===== config.mk =====
export PLATFORM = sky130hd
export DESIGN_NAME = dragon_hit_tracker
export DESIGN_NICKNAME = d
export VERILOG_FILES = /design/src/rtl/dragon_hit_tracker_pkg.sv /design/src/rtl/dragon_hit_tracker_rect_overlap.sv /design/src/rtl/dragon_hit_tracker.sv
export SDC_FILE = /design/constraint.sdc
export NUM_CORES = 1
export LEC_CHECK = 0
export BUFFER_PORTS_ARGS = -buffer_cell sky130_fd_sc_hd__buf_2
export CORE_AREA = 2 2 129 131
export CTS_BUF_LIST = sky130_fd_sc_hd__clkbuf_8
export DETAILED_ROUTE_END_ITERATION = 6
export DIE_AREA = 0 0 131 133
export PLACE_DENSITY = 0.44
export SLEW_MARGIN = 25
export SYNTH_ARGS = -nofsm -noshare
export SYNTH_HDL_FRONTEND = slang
export SYNTH_HIERARCHICAL = 1
export SYNTH_SLANG_ARGS = --single-unit

===== constraint.sdc =====
create_clock -name clk_22 -period 6.6 [get_ports clk_22]
set_clock_uncertainty 0.05 [all_clocks]
set_input_delay 0.33 -clock clk_22 [delete_from_list [all_inputs] [get_ports clk_22]]
set_output_delay 0.33 -clock clk_22 [all_outputs]
set_load 0.02 [all_outputs]

===== src/rtl/dragon_hit_tracker_pkg.sv =====
// rtl/dragon_hit_tracker_pkg.sv - shared game constants, sprite sizes and dragon state encodings
//
// Shared by the dragon tracker, the missile block and the VGA renderer so
// that every block agrees on the sprite boxes and the screen size.
package dragon_hit_tracker_pkg;

  localparam int SCREEN_W = 640;
  localparam int SCREEN_H = 480;

  // Sprite bounding boxes in pixels
  localparam int D_W = 60;
  localparam int D_H = 60;
  localparam int M_W = 20;
  localparam int M_H = 10;

  // 2'b11 is unused and is recovered to ALIVE by the tracker
  typedef enum logic [1:0] {
    ST_ALIVE = 2'b00,
    ST_HIT   = 2'b01,
    ST_DEAD  = 2'b10
  } dragon_state_t;

endpackage


===== src/rtl/dragon_hit_tracker_rect_overlap.sv =====
// rtl/dragon_hit_tracker_rect_overlap.sv - combinational axis-aligned rectangle overlap test
//
// Ports:
//   a_x, a_y  in  10  rectangle A left edge / top edge
//   a_w, a_h  in  10  rectangle A width / height
//   b_x, b_y  in  10  rectangle B left edge / top edge
//   b_w, b_h  in  10  rectangle B width / height
//   overlap   out 1   boxes share at least one pixel
module dragon_hit_tracker_rect_overlap (
  input  logic [9:0] a_x,
  input  logic [9:0] a_y,
  input  logic [9:0] a_w,
  input  logic [9:0] a_h,
  input  logic [9:0] b_x,
  input  logic [9:0] b_y,
  input  logic [9:0] b_w,
  input  logic [9:0] b_h,
  output logic       overlap
);

  // Right/bottom edges are formed in 11 bits so a box near the screen edge
  // cannot wrap around and produce a false overlap.
  logic [10:0] a_r, a_b, b_r, b_b;

  assign a_r = {1'b0, a_x} + {1'b0, a_w};
  assign a_b = {1'b0, a_y} + {1'b0, a_h};
  assign b_r = {1'b0, b_x} + {1'b0, b_w};
  assign b_b = {1'b0, b_y} + {1'b0, b_h};

  assign overlap = (a_r > {1'b0, b_x}) && ({1'b0, a_x} < b_r) &&
                   (a_b > {1'b0, b_y}) && ({1'b0, a_y} < b_b);

endmodule


===== src/rtl/dragon_hit_tracker.sv =====
// rtl/dragon_hit_tracker.sv - dragon position, hit points and life-cycle tracking against the missile
//
// Ports:
//   clk_22        in  1   game tick clock
//   rst           in  1   asynchronous active-low reset
//   pause         in  1   freeze all state, suppress hit_ack
//   m_x, m_y      in  10  missile left edge / top edge
//   show_valid    in  1   missile is on screen
//   d_x, d_y      out 10  dragon left edge / top edge
//   show_dragon   out 1   render enable, blinks while HIT
//   hp            out 3   remaining hit points
//   dragon_state  out 2   00 ALIVE, 01 HIT, 10 DEAD
//   hit_ack       out 1   one-tick pulse after an accepted collision
//   kill_cnt      out 8   kills, saturating at 255
module dragon_hit_tracker
  import dragon_hit_tracker_pkg::*;
#(
  parameter int D_X_FIX       = 520,
  parameter int Y_MIN         = 20,
  parameter int Y_MAX         = 400,
  parameter int Y_STEP        = 10,
  parameter int HP_MAX        = 5,
  parameter int INV_TICKS     = 8,
  parameter int RESPAWN_TICKS = 20
) (
  input  logic       clk_22,
  input  logic       rst,
  input  logic       pause,
  input  logic [9:0] m_x,
  input  logic [9:0] m_y,
  input  logic       show_valid,
  output logic [9:0] d_x,
  output logic [9:0] d_y,
  output logic       show_dragon,
  output logic [2:0] hp,
  output logic [1:0] dragon_state,
  output logic       hit_ack,
  output logic [7:0] kill_cnt
);

  localparam int INV_W  = (INV_TICKS > 1) ? $clog2(INV_TICKS) : 1;
  localparam int RESP_W = (RESPAWN_TICKS > 1) ? $clog2(RESPAWN_TICKS) : 1;

  dragon_state_t     state;
  logic              dir_up;
  logic [INV_W-1:0]  inv_cnt;
  logic [RESP_W-1:0] resp_cnt;
  logic              overlap;
  logic              coll;
  logic              active;
  logic [10:0]       y_dn;

  dragon_hit_tracker_rect_overlap u_overlap (
    .a_x     (m_x),
    .a_y     (m_y),
    .a_w     (10'(M_W)),
    .a_h     (10'(M_H)),
    .b_x     (d_x),
    .b_y     (d_y),
    .b_w     (10'(D_W)),
    .b_h     (10'(D_H)),
    .overlap (overlap)
  );

  assign d_x          = 10'(D_X_FIX);
  assign coll         = show_valid && overlap;
  assign active       = (state == ST_ALIVE) || (state == ST_HIT);
  assign y_dn         = {1'b0, d_y} + 11'(Y_STEP);
  assign dragon_state = state;

  always_comb begin
    show_dragon = 1'b1;
    case (state)
      ST_ALIVE: show_dragon = 1'b1;
      ST_HIT:   show_dragon = ~inv_cnt[0];
      ST_DEAD:  show_dragon = 1'b0;
      default:  show_dragon = 1'b1;
    endcase
  end

  always_ff @(posedge clk_22 or negedge rst) begin
    if (!rst) begin
      state    <= ST_ALIVE;
      d_y      <= 10'(Y_MIN);
      dir_up   <= 1'b0;
      hp       <= 3'(HP_MAX);
      inv_cnt  <= '0;
      resp_cnt <= '0;
      hit_ack  <= 1'b0;
      kill_cnt <= '0;
    end else if (pause) begin
      hit_ack <= 1'b0;
    end else begin
      // The ack is taken from the pre-move position, so a collision on a
      // bounce tick is judged where the dragon was drawn.
      hit_ack <= coll && active;

      if (active) begin
        if (!dir_up) begin
          if (y_dn >= 11'(Y_MAX)) begin
            d_y    <= 10'(Y_MAX);
            dir_up <= 1'b1;
          end else begin
            d_y <= y_dn[9:0];
          end
        end else begin
          if ({1'b0, d_y} <= 11'(Y_MIN + Y_STEP)) begin
            d_y    <= 10'(Y_MIN);
            dir_up <= 1'b0;
          end else begin
            d_y <= d_y - 10'(Y_STEP);
          end
        end
      end

      case (state)
        ST_ALIVE: begin
          if (coll) begin
            if (hp > 3'd1) begin
              hp      <= hp - 3'd1;
              state   <= ST_HIT;
              inv_cnt <= '0;
            end else begin
              hp       <= 3'd0;
              state    <= ST_DEAD;
              resp_cnt <= '0;
              if (kill_cnt != 8'hFF) kill_cnt <= kill_cnt + 8'd1;
            end
          end
        end
        ST_HIT: begin
          // Collisions here are acked above but never cost hit points.
          if (inv_cnt == INV_W'(INV_TICKS - 1)) begin
            state   <= ST_ALIVE;
            inv_cnt <= '0;
          end else begin
            inv_cnt <= inv_cnt + 1'b1;
          end
        end
        ST_DEAD: begin
          if (resp_cnt == RESP_W'(RESPAWN_TICKS - 1)) begin
            state    <= ST_ALIVE;
            hp       <= 3'(HP_MAX);
            d_y      <= 10'(Y_MIN);
            dir_up   <= 1'b0;
            resp_cnt <= '0;
          end else begin
            resp_cnt <= resp_cnt + 1'b1;
          end
        end
        default: state <= ST_ALIVE;
      endcase
    end
  end

endmodule


* Word-level counts from Yosys, hierarchy flattened
Cells that the tools add are included.
** Storage, ports and cells
- Flip-flop bits (word level) :: 33
- Input bits :: 24
- Output and inout port bits :: 35
- Logic and storage cells :: 82
** Cells by class
- Add/subtract/negate cells :: 9
- Order comparisons :: 7
- Equal/unequal tests :: 10
- Multiplexer cells :: 31
- Bitwise logic cells :: 3
- Reduce and logical (&&, ||, !) cells :: 14
** Operators by type and width (count)
- $mux W10 :: 6
- $add A10 B4 Y11 const B :: 2
- $mux W3 :: 6
- $reduce_and A4 Y1 :: 4
- $mux W5 :: 3
- $pmux W3 S2 :: 2
- $add A10 B5 Y11 const B :: 1
- $add A10 B6 Y11 const B :: 1
- $ge A11 B9 Y1 const B :: 1
- $gt A11 B10 Y1 :: 1
- $gt A11 B10 Y1 const B :: 1
- $lt A10 B11 Y1 :: 1
- $le A10 B5 Y1 const B :: 1
- $lt A10 B10 Y1 const B :: 1
- $pmux W5 S2 :: 1
- $sub A10 B4 Y10 const B :: 1
- $add A8 B1 Y8 const B :: 1
- $mux W2 :: 4
- $ne A8 B8 Y1 const B :: 1
- $mux W1 :: 7
- $ne A2 B2 Y1 const B :: 3
- $pmux W2 S3 :: 1
- $add A5 B1 Y5 const B :: 1
- $eq A5 B5 Y1 const B :: 1
- other kinds (14) :: 22

* Logic depth before layout (Yosys ltp)
Gate-level depths: netlist (run 1).
- Depth after elaboration :: 8
- Depth in mapped cells :: 20
- Mapped depth without buffers :: 20

* Hierarchy
Netlist (run 1), hierarchy kept.
** Modules (own cells, without submodules)
- dragon_hit_tracker_rect_overlap :: times used 1, cells each 314, area each 2467.4 sq um, sequential area each 0.0 sq um
- dragon_hit_tracker :: times used 1, cells each 260, area each 2242.2 sq um, sequential area each 830.8 sq um

* Worst setup path after synthesis (run 1)
Ideal clock, no wire load.
- Kind :: input -> register
- Start :: input port m_y[1]
- End :: register kill_cnt[1]
- Library setup time :: 0.125 ns
- Data arrival time :: 3.846 ns
- Data required time :: 6.425 ns
- Path slack :: 2.579 ns
- Stages :: 17
- Path buffers :: 0
- Path through :: fa_1 a211oi_1 nor2_1 o21a_1 a21oi_1 xnor2_1 ha_1 o21a_1 o21a_1 o32ai_1 a31o_2 o211a_1 nor4_1 and4bb_2 nand2_1 a311oi_1 mux2_2
** Between the ends
- Word-level cells in the longest chain between the ends :: 6
- Elaborated cells between the ends (all ways) :: 7
- Classes of those cells :: 1 x add/sub; 2 x order compare; 4 x reduce/logical
** Ends and longest elaborated chain
- start: declaration :: RTL line dragon_hit_tracker.sv:30 : input logic [9:0] m_y,
- $add A10 B4 Y11 :: RTL line dragon_hit_tracker_rect_overlap.sv:26 : assign a_b = {1'b0, a_y} + {1'b0, a_h};
- $gt A11 B10 Y1 :: RTL line dragon_hit_tracker_rect_overlap.sv:31 : (a_b > {1'b0, b_y}) && ({1'b0, a_y} < b_b);
- $logic_and A1 B1 Y1 :: RTL line dragon_hit_tracker_rect_overlap.sv:30 : assign overlap = (a_r > {1'b0, b_x}) && ({1'b0, a_x} < b_r) &&
- $logic_and A1 B1 Y1 (*) :: RTL line dragon_hit_tracker_rect_overlap.sv:31
- net overlap :: RTL line dragon_hit_tracker.sv:48 : logic overlap;
- $logic_and A1 B1 Y1 (*) :: RTL line dragon_hit_tracker.sv:66 : assign coll = show_valid && overlap;
- $reduce_and A5 Y1 (no line) (*)
- end signal: assignment :: RTL line dragon_hit_tracker.sv:127 : if (kill_cnt != 8'hFF) kill_cnt <= kill_cnt + 8'd1;
- end: declaration :: RTL line dragon_hit_tracker.sv:38 : output logic [7:0] kill_cnt
The timed path passes the listed nets; every way through them passes the cells marked *.
A chain may end at the register's enable or synchronous reset.

* Final worst setup path (run 1)
- Start :: register d_y[3]
- End :: register kill_cnt[1]
** Between the ends
- Word-level cells in the longest chain between the ends :: 5
- Elaborated cells between the ends (all ways) :: 7
- Classes of those cells :: 1 x add/sub; 2 x order compare; 4 x reduce/logical
** Ends and longest elaborated chain
- start: declaration :: RTL line dragon_hit_tracker.sv:33 : output logic [9:0] d_y,
- start signal: assignment :: RTL line dragon_hit_tracker.sv:84 : d_y <= 10'(Y_MIN);
- start signal: assignment :: RTL line dragon_hit_tracker.sv:101 : d_y <= 10'(Y_MAX);
- start signal: assignment :: RTL line dragon_hit_tracker.sv:104 : d_y <= y_dn[9:0];
- $add A10 B6 Y11 or $gt A11 B10 Y1 (tied branches) :: RTL line dragon_hit_tracker_rect_overlap.sv:28, dragon_hit_tracker_rect_overlap.sv:31
- $lt A10 B11 Y1 or $logic_and A1 B1 Y1 (tied branches) :: RTL line dragon_hit_tracker_rect_overlap.sv:31, dragon_hit_tracker_rect_overlap.sv:30
- $logic_and A1 B1 Y1 (*) :: RTL line dragon_hit_tracker_rect_overlap.sv:31
- net overlap :: RTL line dragon_hit_tracker.sv:48
- $logic_and A1 B1 Y1 (*) :: RTL line dragon_hit_tracker.sv:66
- $reduce_and A5 Y1 (no line) (*)
Marks and branches as above.

==> impl_metrics.tcl, run 1 <==
set metrics [dict create \
    status "finished clean" \
    fin_setup_tns_ns 0 \
    synth_cell_types 73 \
    routedWlPerCell_um 12.95 \
    yosys-top-cells-count "85 x ha_1, 51 x nand2_1, 46 x nor2_1, 39 x o21ai_0, 35 x inv_1" \
    antenna_found_initial 0 \
    antenna_cells 0 \
    h-tree-depth 2 \
    yosysTopAreaCellShare_pct 22.58 \
    synth_seq_cells 33 \
    hold_class "in2async" \
    clock_path_buffers 2 \
    slew_headroom_pct 49.43 \
    regToRegSetupSlack_ns 2.02 \
    fillCellCount 1724 \
    post_cts_resize_count 0 \
    avgViaCountPerCell 4.823 \
    rsz0062_at_grt "false" \
    worst_pin_slew_ns 0.7585 \
    multi_input_area_um2 3882 \
    vdd_drop_max_v 0.00009129 \
    yosys_warnings 6 \
    synth_edf_count 0 \
    synth.area.top_cells "ha_1 23%, dfrtp_1 15%, o21ai_0 4.1%" \
    pin_count 59 \
    final_antenna_net_count 0 \
    cts-root-buf "clkbuf_8" \
    seq_area_um2 830.8 \
    num-nets-final 791 \
    synth.most_common_cell "ha_1" \
    maxSlewViolCount 0 \
    die_x_um 131 \
    start_kind "flop" \
    path_class "reg2reg" \
    max_freq_ghz 0.2184 \
    grt_max_degree 34 \
    holdBufCountCts 0 \
    grt_pass1_vias 4303 \
    p_per_area_nw_per_um2 298.0 \
    netlist_instances 574 \
    p_leak_uw 0.002617 \
    drt_iter0_drc 172 \
    total_power_uw 1633 \
    synth.avg_cell_area_um2 8.205 \
    gr-total-overflow 0 \
    post_cts.repair.setup_buffers 0 \
    final_cell_area_um2 5480 \
    setup_viol 0 \
    die_area_um2 17420 \
    num_rows 47 \
    synth.largest_area_cell "ha_1" \
    clock_latency_ns 0.28 \
    grt_usage_pct 13.71 \
    required_ns 6.72 \
    period_share_pct 69.39 \
    ys_seq_area_share_pct 17.64 \
    vias 4336 \
    max_cap_viol_count 0 \
    drc 0 \
    worst_ep_arrival_time_ns 4.70 \
    numCtsBuffers 5 \
    worstReg2RegEnd "kill_cnt[1]" \
    place.gp.congestion 0.8511 \
    drive_above_1_share_pct 11.49 \
    cts_sinks 33 \
    timing.rr.start "d_y[3]" \
    fp.coreArea_um2 16170 \
    die_h_um 133 \
    crit_end "kill_cnt[1]" \
    r2r_cells 15 \
    cts_tree "built" \
    cp_max_fo 19 \
    crit_start "d_y[3]" \
    area_growth_pct 16.37 \
    async_flop_share_pct 100.0 \
    first_pass_iters 4 \
    grt_pass1_wl_um 19810 \
    netlist_area_um2 4710 \
    port_buffers 48 \
    ys.flop_type "dfrtp_1" \
    place_hpwl_um 9418 \
    endpoint_kind "flop" \
    placed_area_um2 5360 \
    postRouteWirelength_um 11640 \
    layout_min_cycle_time_ns 4.580 \
    start_util_pct 29.12 \
    hold_viol 0 \
    clk_pin_slew_ns 0.07 \
    whs_ns 0.06358 \
]
## cell families (layout without fill, tap and decap cells)
family,Yosys count,in the layout,synth area share [%]
and+or+nand+nor,185,185,19.66
DFF,33,33,17.64
xor gates and xnor gates,34,34,6.323
muxes,5,5,1.116
adders and majority gates,89,89,24.28
AOI/OAI and AO/OA,167,167,25.08
other,2,75,0.1595
buffers and inverters,59,91,5.739
## routing by layer
layer / wire [um] / global-route usage (%) / part of all wire (%)
met1: 5632 / 18.29 / 48
met2: 5523 / 23.34 / 47
met3: 334 / 1.820 / 2.9
met4: 150 / 3.191 / 1.3
met5: 0 / 0 / 0
## report_power, final
part	internal (uW)	total (uW)	switching (uW)	leakage (uW)
clock network	123	200	76.9	0.0000574
logic	446	1010	564	0.00214
registers	266	423	157	0.000419
total	835	1630	798	0.00262
## critical path, cell delays in order, from the launching register on
cell      delay, ns
dfrtp_1        0.76
ha_1           0.39
o21a_1         0.12
nor2_1         0.11
xor2_1         0.16
ha_1           0.26
a211oi_1       0.27
nor2_1         0.08
nor3_1         0.13
a21oi_1        0.11
o31a_1         0.29
nor4_1         0.48
and4bb_2       0.32
nand2_1        0.09
a311oi_1       0.49
mux2_2         0.39
## how the worst min path moves through the flow
stage          startpoint     endpoint  depth (start not counted)
2_1_floorplan         rst       d_y[0]                          0
3_3_place_gp          rst       d_y[3]                          1
3_5_place_dp          rst       d_y[3]                          1
4_1_cts               rst  resp_cnt[3]                          1
5_1_grt               rst  kill_cnt[5]                          1
6_report              rst       d_y[3]                          1
## cells in the final DEF (no fill, tap or decap), drive strengths merged, types with 3 or more instances in the layout
cell     instances
a22o             3
mux2i            3
and3             5
a21oi           26
nand4            7
o311ai           3
nand3           11
o22ai            3
and4             3
o211ai           5
conb            75
a211oi           9
a31oi            8
nor3            16
a21o            16
xor2            16
inv             35
a2111oi          7
dfstp            4
fa               4
xnor2           18
nand2b           9
nor2            46
a31o             3
ha              85
nand2           52
o21a            12
o2111ai          4
o21ai           44
nor2b           10
clkbuf           6
dfrtp           29
or3              7
nor4             6
buf             48
## final cells by class
cell class                      instances  area share, %
Multi-Input combinational cell        555          70.84
Sequential cell                        33          15.16
Tap cell                              220          5.023
Timing Repair Buffer                   48          4.384
Inverter                               35          2.397
Clock buffer                            6          1.507
Clock inverter                          2         0.6849
## stage by stage
stage	cells	util, %	setup slack, ns
4_1_cts	899	33.89	1.992
6_report	899	33.89	2.020
2_1_floorplan	647	-	2.579
3_3_place_gp	891	33.15	1.960
3_5_place_dp	891	33.15	1.885
5_1_grt	899	33.89	1.650
## sequential cells by signal (all words and copies together), names as in the netlist
| register | cells |
|---|---|
| d_y | 10 |
| hp | 3 |
| resp_cnt | 5 |
| kill_cnt | 8 |
| dragon_state | 2 |
| dir_up | 1 |
| hit_ack | 1 |
| inv_cnt | 3 |
Power figures use the tool's default switching activity.
==> inputs of run 2 (changes only) <==
Clock period 6.6 ns to 4.4 ns, I/O delays scaled along.
==> run 2 against run 1 <==
Effect of this change:
- the flow now finishes with violations (negative hold slack)
- clock-buffer cell count unchanged
- worst setup slack got worse by 1.7 ns
- cell area increased by 1.9%
- total power increased by 52%
- first-iteration DRC count increased by 58%
- combinational power increased by 74%
- largest cell class unchanged
- largest power group unchanged
- highest routed layer unchanged
==> impl_metrics.tcl, run 2 (synthesis gave the netlist of run 1 again) <==
set metrics [dict create \
    largest_reg_flops 10 \
    period_share_pct 93.60 \
    reg_top3 "d_y: 10 flops, kill_cnt: 8 flops, resp_cnt: 5 flops" \
    place.gp.congestion 0.8194 \
    grt_pass1_wl_um 20220 \
    cp_cell_sequence "buf_2, fa_1, a211oi_1, nor2_1, o21a_1, a21oi_1, xnor2_1, ha_1, o21a_1, o21a_1, o32ai_1, a31o_2, o211a_1, nor4_1, buf_4, and4bb_2, nand2_1, a311oi_1, mux2_2" \
    cpMaxStageDelayCell "a311oi_1" \
    post-route-util_pct 34.53 \
    switching_share_pct 49.49 \
    crit_end "kill_cnt[1]" \
    hold_class "in2async" \
    grt_pass1_vias 4280 \
    worst_ep_arrival_time_ns 4.25 \
    dp_cells 908 \
    avgViaCountPerCell 4.866 \
    worst_pin_slew_ns 0.7825 \
    clk_pin_slew_ns 0.08 \
    top_register "d_y" \
    maxSlewViolCount 0 \
    final_cells 916 \
    layout.cells.most_common_list "85 x ha_1, 75 x conb_1, 51 x nand2_1" \
    place_hpwl_um 9858 \
    post_cts.repair.setup_buffers 0 \
    start_kind "input pin" \
    cts-root-buf "clkbuf_8" \
    required_ns 4.53 \
    vdd_drop_max_v 0.0001342 \
    p_leak_uw 0.002693 \
    die_x_um 131 \
    start_util_pct 29.12 \
    cts_sinks 33 \
    timing.rr.start "d_y[4]" \
    antenna_found_initial 0 \
    vias 4457 \
    slew_headroom_pct 47.83 \
    grt_max_degree 34 \
    die_h_um 133 \
    port_buffers 48 \
    postRouteWirelength_um 12040 \
    clock_latency_ns 0.29 \
    pin_count 59 \
    layout_commonest_cell "ha_1" \
    layout_min_cycle_time_ns 4.118 \
    num-nets-final 808 \
    worstReg2RegEnd "kill_cnt[1]" \
    post_cts_resize_count 0 \
    endpoint_kind "flop" \
    h-tree-depth 2 \
    drt_iter0_drc 271 \
    fin_setup_tns_ns 0 \
    drive_above_1_share_pct 13.65 \
    fp.coreArea_um2 16170 \
    crit_buf_inv 2 \
    cp_max_fo 4 \
    area_growth_pct 18.57 \
    critPathTopFamily "compound AO/OA/AOI/OAI gates" \
    cp.depth 19 \
    clock_path_buffers 2 \
    hold_viol 29 \
    max_cap_viol_count 0 \
    r2r_cells 17 \
    p_comb_share_pct 70.6 \
    p_per_area_nw_per_um2 445.3 \
    crit_start "m_y[1]" \
    holdBufCountCts 0 \
    num_rows 47 \
    gr-total-overflow 0 \
    cts_tree "built" \
    first_pass_iters 5 \
    routedWlPerCell_um 13.14 \
    setup_viol 0 \
    drc 0 \
    violations "negative hold slack" \
    p_seq_share_pct 19.5 \
    whs_ns -0.04740 \
    power.switching_uw 1231 \
    die_area_um2 17420 \
    path_class "in2reg" \
    max_freq_ghz 0.2428 \
    rsz0062_at_grt "false" \
    numCtsBuffers 5 \
    regToRegSetupSlack_ns 0.34 \
    grt_usage_pct 14.15 \
    final_antenna_net_count 0 \
    slowest_delay_ns 0.49 \
    path_common_cell "o21a_1" \
    antenna_cells 0 \
    status "finished, violations left" \
    internal_power_uw 1256 \
    clkPwrFrac_pct 9.9 \
]
-- run 2: routing by layer --
metal  vias up  share of wire [%]  global-route usage [%]
met5         -                  0                       0
met4         0               0.99                   2.660
met3        13                3.7                   1.981
met2        95                 48                   23.60
met1      2061                 47                   19.47
li1       2288                  -                       -
-- run 2: per-stage QoR --
stage / instance area (um^2) / hold WS, ns / power [uW] / setup slack, ns
finish: 5584 / -0.04740 / 2487 / 0.2816
detailed placement: 5488 / 0.3054 / 2235 / -0.02118
CTS: 5584 / 0.0003203 / 2496 / 0.2689
global placement: 5488 / 0.3069 / 2220 / 0.01384
global route: 5584 / 0.02894 / 2758 / 0.01713
floorplan: 4984 / -0.1256 / 1753 / 0.4895
-- run 2: worst min-delay path by stage --
stage                     from              end  depth (start not counted)
after floorplan            rst           d_y[0]                          0
after global placement     rst           d_y[1]                          1
after detailed placement   rst           dir_up                          1
after CTS                  rst  dragon_state[0]                          1
after global routing       rst          hit_ack                          1
final                      rst  dragon_state[0]                          1
-- run 2: area by class of cell --
class	instances	area, um^2
fillers	1752	10590
multi-input cells	555	3882
flip-flops and latches	33	830.8
repair buffers	65	367.9
well taps	220	275.3
inverters	35	131.4
clock buffers	6	82.58
clock inverters	2	13.76
-- run 2: power by group through the flow --
stage / logic, uW / clock network [uW] / registers, uW
final: 1760 / 246 / 486
after global routing: 1990 / 268 / 502
after CTS: 1750 / 257 / 488
after detailed placement: 1740 / 0 / 493
after global placement: 1730 / 0 / 495
after floorplan: 1170 / 0 / 579
